<file path="config.mk">
export PLATFORM = sky130hd
export DESIGN_NAME = instr_fetch_unit
export DESIGN_NICKNAME = d
export VERILOG_FILES = /design/src/rtl/kgp_risc_pkg.sv /design/src/rtl/instr_field_split.sv /design/src/rtl/instr_fetch_unit.sv
export SDC_FILE = /design/constraint.sdc
export NUM_CORES = 1
export LEC_CHECK = 0
export CORE_MARGIN = 2
export CORE_UTILIZATION = 50
export DETAILED_ROUTE_END_ITERATION = 16
export PLACE_DENSITY = 0.95
export SYNTH_ARGS = -nofsm -noshare
export SYNTH_HDL_FRONTEND = slang
export SYNTH_SLANG_ARGS = --single-unit
</file>
<file path="constraint.sdc">
create_clock -name clk -period 5.85 [get_ports clk]
set_clock_uncertainty 0.2 [all_clocks]
set_input_delay 1.4625 -clock clk [delete_from_list [all_inputs] [get_ports clk]]
set_output_delay 1.4625 -clock clk [all_outputs]
set_load 0.03 [all_outputs]
</file>
<file path="src/rtl/kgp_risc_pkg.sv">
// Shared definitions for the KGP RISC front end: instruction field layout,
// fetch FSM encoding, reset PC and small field/address helpers.
package kgp_risc_pkg;

    localparam int INSTR_W      = 32;
    localparam int OPCODE_W     = 5;
    localparam int FUNCCODE_W   = 5;
    localparam int REG_W        = 5;
    localparam int IMM_W        = 16;

    localparam int OPCODE_LSB   = 27;
    localparam int RS_LSB       = 22;
    localparam int RT_LSB       = 17;
    localparam int FUNCCODE_LSB = 0;
    localparam int IMM_LSB      = 0;

    localparam logic [31:0] RESET_PC_DEFAULT = 32'h0000_0000;
    localparam logic [31:0] PC_STEP          = 32'h0000_0004;

    typedef enum logic [1:0] {
        ST_IDLE = 2'b00,
        ST_REQ  = 2'b01,
        ST_WAIT = 2'b10,
        ST_HOLD = 2'b11
    } fetch_state_e;

    function automatic logic [31:0] sign_ext_imm(input logic [IMM_W-1:0] value);
        return {{(32-IMM_W){value[IMM_W-1]}}, value};
    endfunction

    // Instruction fetches are always word aligned.
    function automatic logic [31:0] word_align(input logic [31:0] addr);
        return {addr[31:2], 2'b00};
    endfunction

endpackage

</file>
<file path="src/rtl/instr_field_split.sv">
// Combinational decode of a 32-bit instruction word into its control-unit fields.
module instr_field_split
    import kgp_risc_pkg::*;
(
    input  logic [INSTR_W-1:0]    word,
    output logic [OPCODE_W-1:0]   opcode,
    output logic [FUNCCODE_W-1:0] funccode,
    output logic [REG_W-1:0]      rs,
    output logic [REG_W-1:0]      rt,
    output logic [31:0]           imm
);

    logic unused_bit_s;

    assign opcode       = word[OPCODE_LSB +: OPCODE_W];
    assign funccode     = word[FUNCCODE_LSB +: FUNCCODE_W];
    assign rs           = word[RS_LSB +: REG_W];
    assign rt           = word[RT_LSB +: REG_W];
    assign imm          = sign_ext_imm(word[IMM_LSB +: IMM_W]);
    assign unused_bit_s = word[16];

endmodule

</file>
<file path="src/rtl/instr_fetch_unit.sv">
// Instruction fetch stage: issues word reads, holds the returned instruction
// until the decode stage consumes it, and handles redirects and wrap-around.
module instr_fetch_unit
    import kgp_risc_pkg::*;
#(
    parameter logic [31:0] RESET_PC = RESET_PC_DEFAULT
)
(
    input  logic                  clk,
    input  logic                  rst,
    output logic                  imem_en,
    output logic [31:0]           imem_addr,
    input  logic [31:0]           imem_rdata,
    input  logic                  stall,
    input  logic                  redirect,
    input  logic [31:0]           redirect_pc,
    output logic                  instr_valid,
    output logic [31:0]           instr,
    output logic [OPCODE_W-1:0]   opcode,
    output logic [FUNCCODE_W-1:0] funccode,
    output logic [REG_W-1:0]      rs,
    output logic [REG_W-1:0]      rt,
    output logic [31:0]           imm,
    output logic [31:0]           pc,
    output logic [31:0]           pc_plus4
);

    fetch_state_e state_r;
    logic [31:0]  fetch_pc_r;
    logic [31:0]  instr_r;
    logic [31:0]  pc_r;
    logic         instr_valid_r;
    logic         imem_en_r;
    logic [31:0]  imem_addr_r;

    logic [31:0]  seq_pc_s;
    logic [31:0]  redirect_addr_s;
    logic         hold_fetch_s;

    assign seq_pc_s        = fetch_pc_r + PC_STEP;
    assign redirect_addr_s = word_align(redirect_pc);

    // Consuming the held word issues the next sequential read in the same
    // cycle, which is what sustains one instruction every two cycles.
    assign hold_fetch_s = (state_r == ST_HOLD) && !stall && !redirect && !rst;

    assign imem_en   = imem_en_r | hold_fetch_s;
    assign imem_addr = hold_fetch_s ? seq_pc_s : imem_addr_r;

    // Fetch FSM with its registered datapath and memory request.
    always_ff @(posedge clk) begin
        if (rst) begin
            state_r       <= ST_IDLE;
            fetch_pc_r    <= word_align(RESET_PC);
            instr_r       <= 32'h0000_0000;
            pc_r          <= 32'h0000_0000;
            instr_valid_r <= 1'b0;
            imem_en_r     <= 1'b0;
            imem_addr_r   <= 32'h0000_0000;
        end else if (redirect) begin
            state_r       <= ST_REQ;
            fetch_pc_r    <= redirect_addr_s;
            instr_valid_r <= 1'b0;
            imem_en_r     <= 1'b1;
            imem_addr_r   <= redirect_addr_s;
        end else begin
            case (state_r)
                ST_IDLE: begin
                    state_r     <= ST_REQ;
                    imem_en_r   <= 1'b1;
                    imem_addr_r <= fetch_pc_r;
                end
                ST_REQ: begin
                    state_r   <= ST_WAIT;
                    imem_en_r <= 1'b0;
                end
                ST_WAIT: begin
                    state_r       <= ST_HOLD;
                    instr_r       <= imem_rdata;
                    pc_r          <= fetch_pc_r;
                    instr_valid_r <= 1'b1;
                end
                ST_HOLD: begin
                    if (!stall) begin
                        state_r       <= ST_WAIT;
                        fetch_pc_r    <= seq_pc_s;
                        imem_addr_r   <= seq_pc_s;
                        instr_valid_r <= 1'b0;
                    end else begin
                        state_r <= ST_HOLD;
                    end
                end
                default: begin
                    state_r       <= ST_IDLE;
                    instr_valid_r <= 1'b0;
                    imem_en_r     <= 1'b0;
                end
            endcase
        end
    end

    assign instr       = instr_r;
    assign pc          = pc_r;
    assign instr_valid = instr_valid_r;
    assign pc_plus4    = pc_r + PC_STEP;

    instr_field_split u_split (
        .word     (instr_r),
        .opcode   (opcode),
        .funccode (funccode),
        .rs       (rs),
        .rt       (rt),
        .imm      (imm)
    );

endmodule

</file>
Word-level counts from Yosys, hierarchy flattened
Index checks and enable logic that the tools add are counted.

storage, ports and cells
  register bits = 132
  bits in latches = 0
  memory bits (writable) = 0
  bits in read-only memories = 0
  memories kept = 0

operators by class
  add/subtract/negate cells = 2
  multiply operators = 0
  div/mod/pow operators = 0
  magnitude comparators = 0
  eq/ne operators = 6
  shifts and indexed selects = 0
  mux-type cells = 14
  bitwise operators = 3
  reduce and logical (&&, ||, !) cells = 19

operators by type and width
  kind                                            count
  two-way mux 32 bit                              6
  adder 32 x 3 -> 32 bit (second input constant)  2
  one-hot mux 32 bit (2 select lines)             1
  AND reduction 2 bit                             6
  one-hot mux 2 bit (4 select lines)              1
  nonzero test 2 bit                              3
  nonzero test 3 bit                              2
  == test 2 bit (second input constant)           2
  two-way mux 1 bit                               4
  one-hot mux 1 bit (2 select lines)              2
  logical AND 1 bit                               3
  zero test 1 bit                                 3
  != test 3 bit (second input constant)           1
  == test 2 x 1 -> 1 bit (second input constant)  1
  zero test 2 bit                                 1
  != test 2 x 1 -> 1 bit (second input constant)  1
  != test 2 bit (second input constant)           1
  inverter 1 bit                                  2
  OR reduction 2 bit                              1
  bitwise OR 1 bit                                1

Longest topological paths before layout
  depth after elaboration = 5
  depth in mapped cells = 8

Hierarchy
From an unflattened synthesis, not the netlist that was laid out.

second synthesis, totals
  cells, all modules = 989
  area, all modules = 7429.6 µm²

modules (own cells, without submodules)
  module             instances  cells each  area each (µm²)
  instr_fetch_unit   1          937         7039.3
  instr_field_split  1          52          390.4

Worst setup path after synthesis
No wires, ideal clock.

  kind = input port to output port
  from = input port stall
  to = output port imem_addr[2]
  arrival time = 2.922 ns
  data required time = 4.188 ns
  slack = 1.265 ns
  cell stages on the path = 5
  buffers on the path = 2
  cells stage by stage = and3b_1 > clkbuf_1 > nand2_1 > clkbuf_1 > o21ai_0

between the ends
  longest elaborated chain between the ends = 5

RTL lines
  what                             RTL line                text
  from (decl)                      instr_fetch_unit.sv:14  input logic stall,
  zero test 1 bit                  n/a
  logical AND 1 bit (3 in series)  instr_fetch_unit.sv:45  assign hold_fetch_s = (state_r == ST_HOLD) && !stall && !redirect && !rst;
  two-way mux 32 bit               instr_fetch_unit.sv:48  assign imem_addr = hold_fetch_s ? seq_pc_s : imem_addr_r;
  to (decl)                        instr_fetch_unit.sv:12  output logic [31:0] imem_addr,

Every way passes these cells.

Final worst setup path
  from = input port redirect
  to = output port imem_addr[15]

between the ends
  longest elaborated chain between the ends = 4

RTL lines
  what                             RTL line                text
  from (decl)                      instr_fetch_unit.sv:15  input logic redirect,
  zero test 1 bit                  instr_fetch_unit.sv:45
  logical AND 1 bit (2 in series)  instr_fetch_unit.sv:45
  two-way mux 32 bit               instr_fetch_unit.sv:48

Every way passes these cells.

==> results by group <==
Yosys
  – Top cell type's share of synthesized area: 34.0%
  – Predominant post-synthesis flop cell: dfxtp_1
  – Top cells by area, synth: dfxtp_1 34%, nand2_1 10%, xnor2_1 8.1%
  – Count of different cell masters after synthesis: 57
  – Yosys reg bits: 126
  – Mean Syn Cell Area: 7.51 um^2
  – Cell Area, Synth: 7430 um^2
  – Synth warnings: 0
  – Commonest cells post-synth: 206 x nand2_1, 126 x dfxtp_1, 89 x a21oi_1
  – Count of flip-flops with a built-in enable after synthesis: 0
  – Most frequent cell after synthesis: nand2_1
  – Synth area leader: dfxtp_1
  – Post-synthesis sequential area ratio: 34.0%
  – Syn Inst Count: 989
  – Post-synth ARST share: 0%

Power and ir drop
  – Pwr/cell area: 230 nW/um^2
  – VDD IR-drop max: 0.000187 V
  – Leak pwr: 3.38 nW

Placed design
  – Detail Placement HPWL: 16.8 mm
  – RD Place Congestion: 0.929
  – Placed Cells: 1284
  – Port bufs: 241

STA
  – Setup-failing EPs final: 0
  – Final hold violation count: 0
  – Max-slew violations: 0
  – F_max: 0.197 GHz
  – TNS Setup: 0 ns
  – Measured slew at the worst slew-check pin: 1.14 ns
  – Period Utilization, post-route: 86.9%
  – Min cycle time layout: 5.09 ns
  – RSZ-0062 raised after global routing: no
  – Slew HR: 23.7%

Floorplanning
  – Die ar.: 15900 um^2
  – Ports: 250
  – FP Rows: 44
  – Die Wd: 126 um
  – Starting Density: 51.1%
  – Chip height: 126 um
  – Core area: 14500 um^2

Routing
  – Via/cell ratio: 5.82
  – DR WL/cell: 18.2 um
  – DR pass1 iterations: 6
  – Final antenna-violating net count: 0
  – Post-route DRC: 0
  – Vias post-DR: 7639
  – Initial drt markers: 945
  – DRT Wirelength: 23.9 mm

Min path
  – Cell depth of the worst hold path: 2
  – End of the worst hold path: imem_addr_r[6]$_SDFFE_PP0P_
  – Hold_sp: imem_addr_r[6]$_SDFFE_PP0P_
  – Worst hold path type: flip-flop to flip-flop

Clocking
  – Postcts setup bufs: 0
  – CTS sink cnt: 126
  – Clock Root Buffer: clkbuf_16
  – Clk buf depth: 2
  – Clock Pin Slew Worst Setup and Hold Paths: 0.05 ns
  – Hold Buf Count CTS: 0
  – Clk_lat worst skew: 0.43 ns
  – CTS tree: built
  – H-tree levels: 4
  – Cts repair resizes: 0
  – Number of CTS-inserted buffers: 17

Worst setup path
  – CP max FO: 42
  – Data required, critical path: 4.19 ns
  – Crit path arrival time: 3.42 ns
  – Crit. End Element: output port
  – Crit path kind: primary input to output port
  – Worst R2R Setup Slack: 3.19 ns
  – Reg2reg end: fetch_pc_r[27]$_SDFFE_PP0P_
  – Worst r2r src: fetch_pc_r[12]$_SDFFE_PP0P_
  – Depth of the worst register-to-register path: 5
  – Critical path launch point type: primary input

Global routing
  – Global-route wire length before repair: 37.1 mm
  – Largest net degree at the start of global routing: 70
  – GRT Overall Usage: 29.3%
  – Vias in the first global route: 7163
  – Antenna violations before repair: 0
  – GRT Residual Overflow: 0

Final layout
  – Synthesis-to-finish area growth: 36.2%
  – Fin cells: 1313
  – FF/Latch Area: 2520 um^2
  – Layout cells sized above 1: 7.62%
  – Fillers: 1092
  – Antenna diodes: 0
  – Multi-input gate area in the final layout: 4100 um^2
  – # nets final: 1189

Outcome
  – Status: finished clean

Job
  – Maxcap violations: 0
[flip-flops by register name, summed over array words and instances, names as in the netlist]
name	flops
fetch_pc_r	30
imem_addr_r	30
imem_en_r	1
instr	32
instr_valid	1
pc	30
state_r	2
[cells in the final DEF (no fill, tap or decap), drive strengths merged, types with 4 or more instances in the layout]
master / instances
and2: 5
buf: 42
o211ai: 4
nor3: 28
a311oi: 4
a21oi: 89
a21boi: 12
nand2b: 5
clkdlybuf4s50: 209
a31oi: 4
o21ai: 52
nor2: 43
o21a: 15
inv: 6
nor4: 13
and4: 9
dfxtp: 126
xor2: 33
a22oi: 9
nand3: 36
xnor2: 69
o22ai: 7
conb: 6
a211oi: 6
and3: 8
clkbuf: 22
nand2: 206
nand4: 27
[worst max-delay path by stage]
stage / from / endpoint / slack [ns] / cells after the start
CTS: redirect / imem_addr[15] / 0.84 / 6
floorplan: stall / imem_addr[2] / 1.27 / 5
global route: redirect / imem_addr[15] / 0.70 / 6
finish: redirect / imem_addr[15] / 0.76 / 6
detailed placement: redirect / imem_addr[15] / 0.92 / 6
global placement: redirect / imem_addr[15] / 0.94 / 6
[power breakdown]
group          switching, mW  leakage [nW]  internal (mW)
registers             0.0576          1.03          0.897
clock network          0.371         0.268          0.638
logic                  0.192          2.08          0.171
total                  0.621          3.38           1.71
[worst max-delay path, stage by stage]
cell             delay (ns)
clkdlybuf4s50_1        0.42
nor2_1                 0.36
nand2_1                0.14
buf_4                  0.29
o21ai_0                0.55
buf_12                 0.20
[cell families (layout without fill, tap and decap cells)]
group / Yosys count / after routing / share of synthesized area (%)
xor+xnor: 102 / 102 / 12.0
other cells: 1 / 6 / 0.0505
buf+inv: 151 / 286 / 11.3
simple gates: 393 / 393 / 25.1
flops: 126 / 126 / 34.0
mux: 1 / 1 / 0.135
fa+ha+maj: 2 / 2 / 0.337
compound gates: 213 / 213 / 17.1
[routing by layer]
metal	vias to the layer above	part of all wire, %	global-route usage [%]
li1	3564	-	-
met1	3489	37	33.6
met2	482	49	49.9
met3	104	9.4	6.92
met4	0	4.9	16.5
met5	-	0	0
[metrics by stage]
step / instance area, um^2 / hold slack (ns) / worst slack, ns / power, mW / util [%]
6_report: 10100 / 0.259 / 0.764 / 2.33 / 69.6
5_1_grt: 10100 / 0.280 / 0.700 / 2.40 / 69.6
4_1_cts: 10100 / 0.259 / 0.840 / 2.33 / 69.6
3_5_place_dp: 9570 / 0.249 / 0.925 / 1.33 / 65.8
3_3_place_gp: 9570 / 0.240 / 0.941 / 1.32 / 65.8
2_1_floorplan: 7450 / 0.232 / 1.27 / 1.17 / -
[final cells by class]
type                       count  share of cell area (%)
clock buffer                  22                    4.59
sequential                   126                    24.9
clock inverter                 7                   0.890
inverter                       6                   0.222
timing repair buffer         251                    26.6
tap                          184                    2.27
multi-input combinational    717                    40.5
No activity file was read; power rests on OpenSTA's default activity.
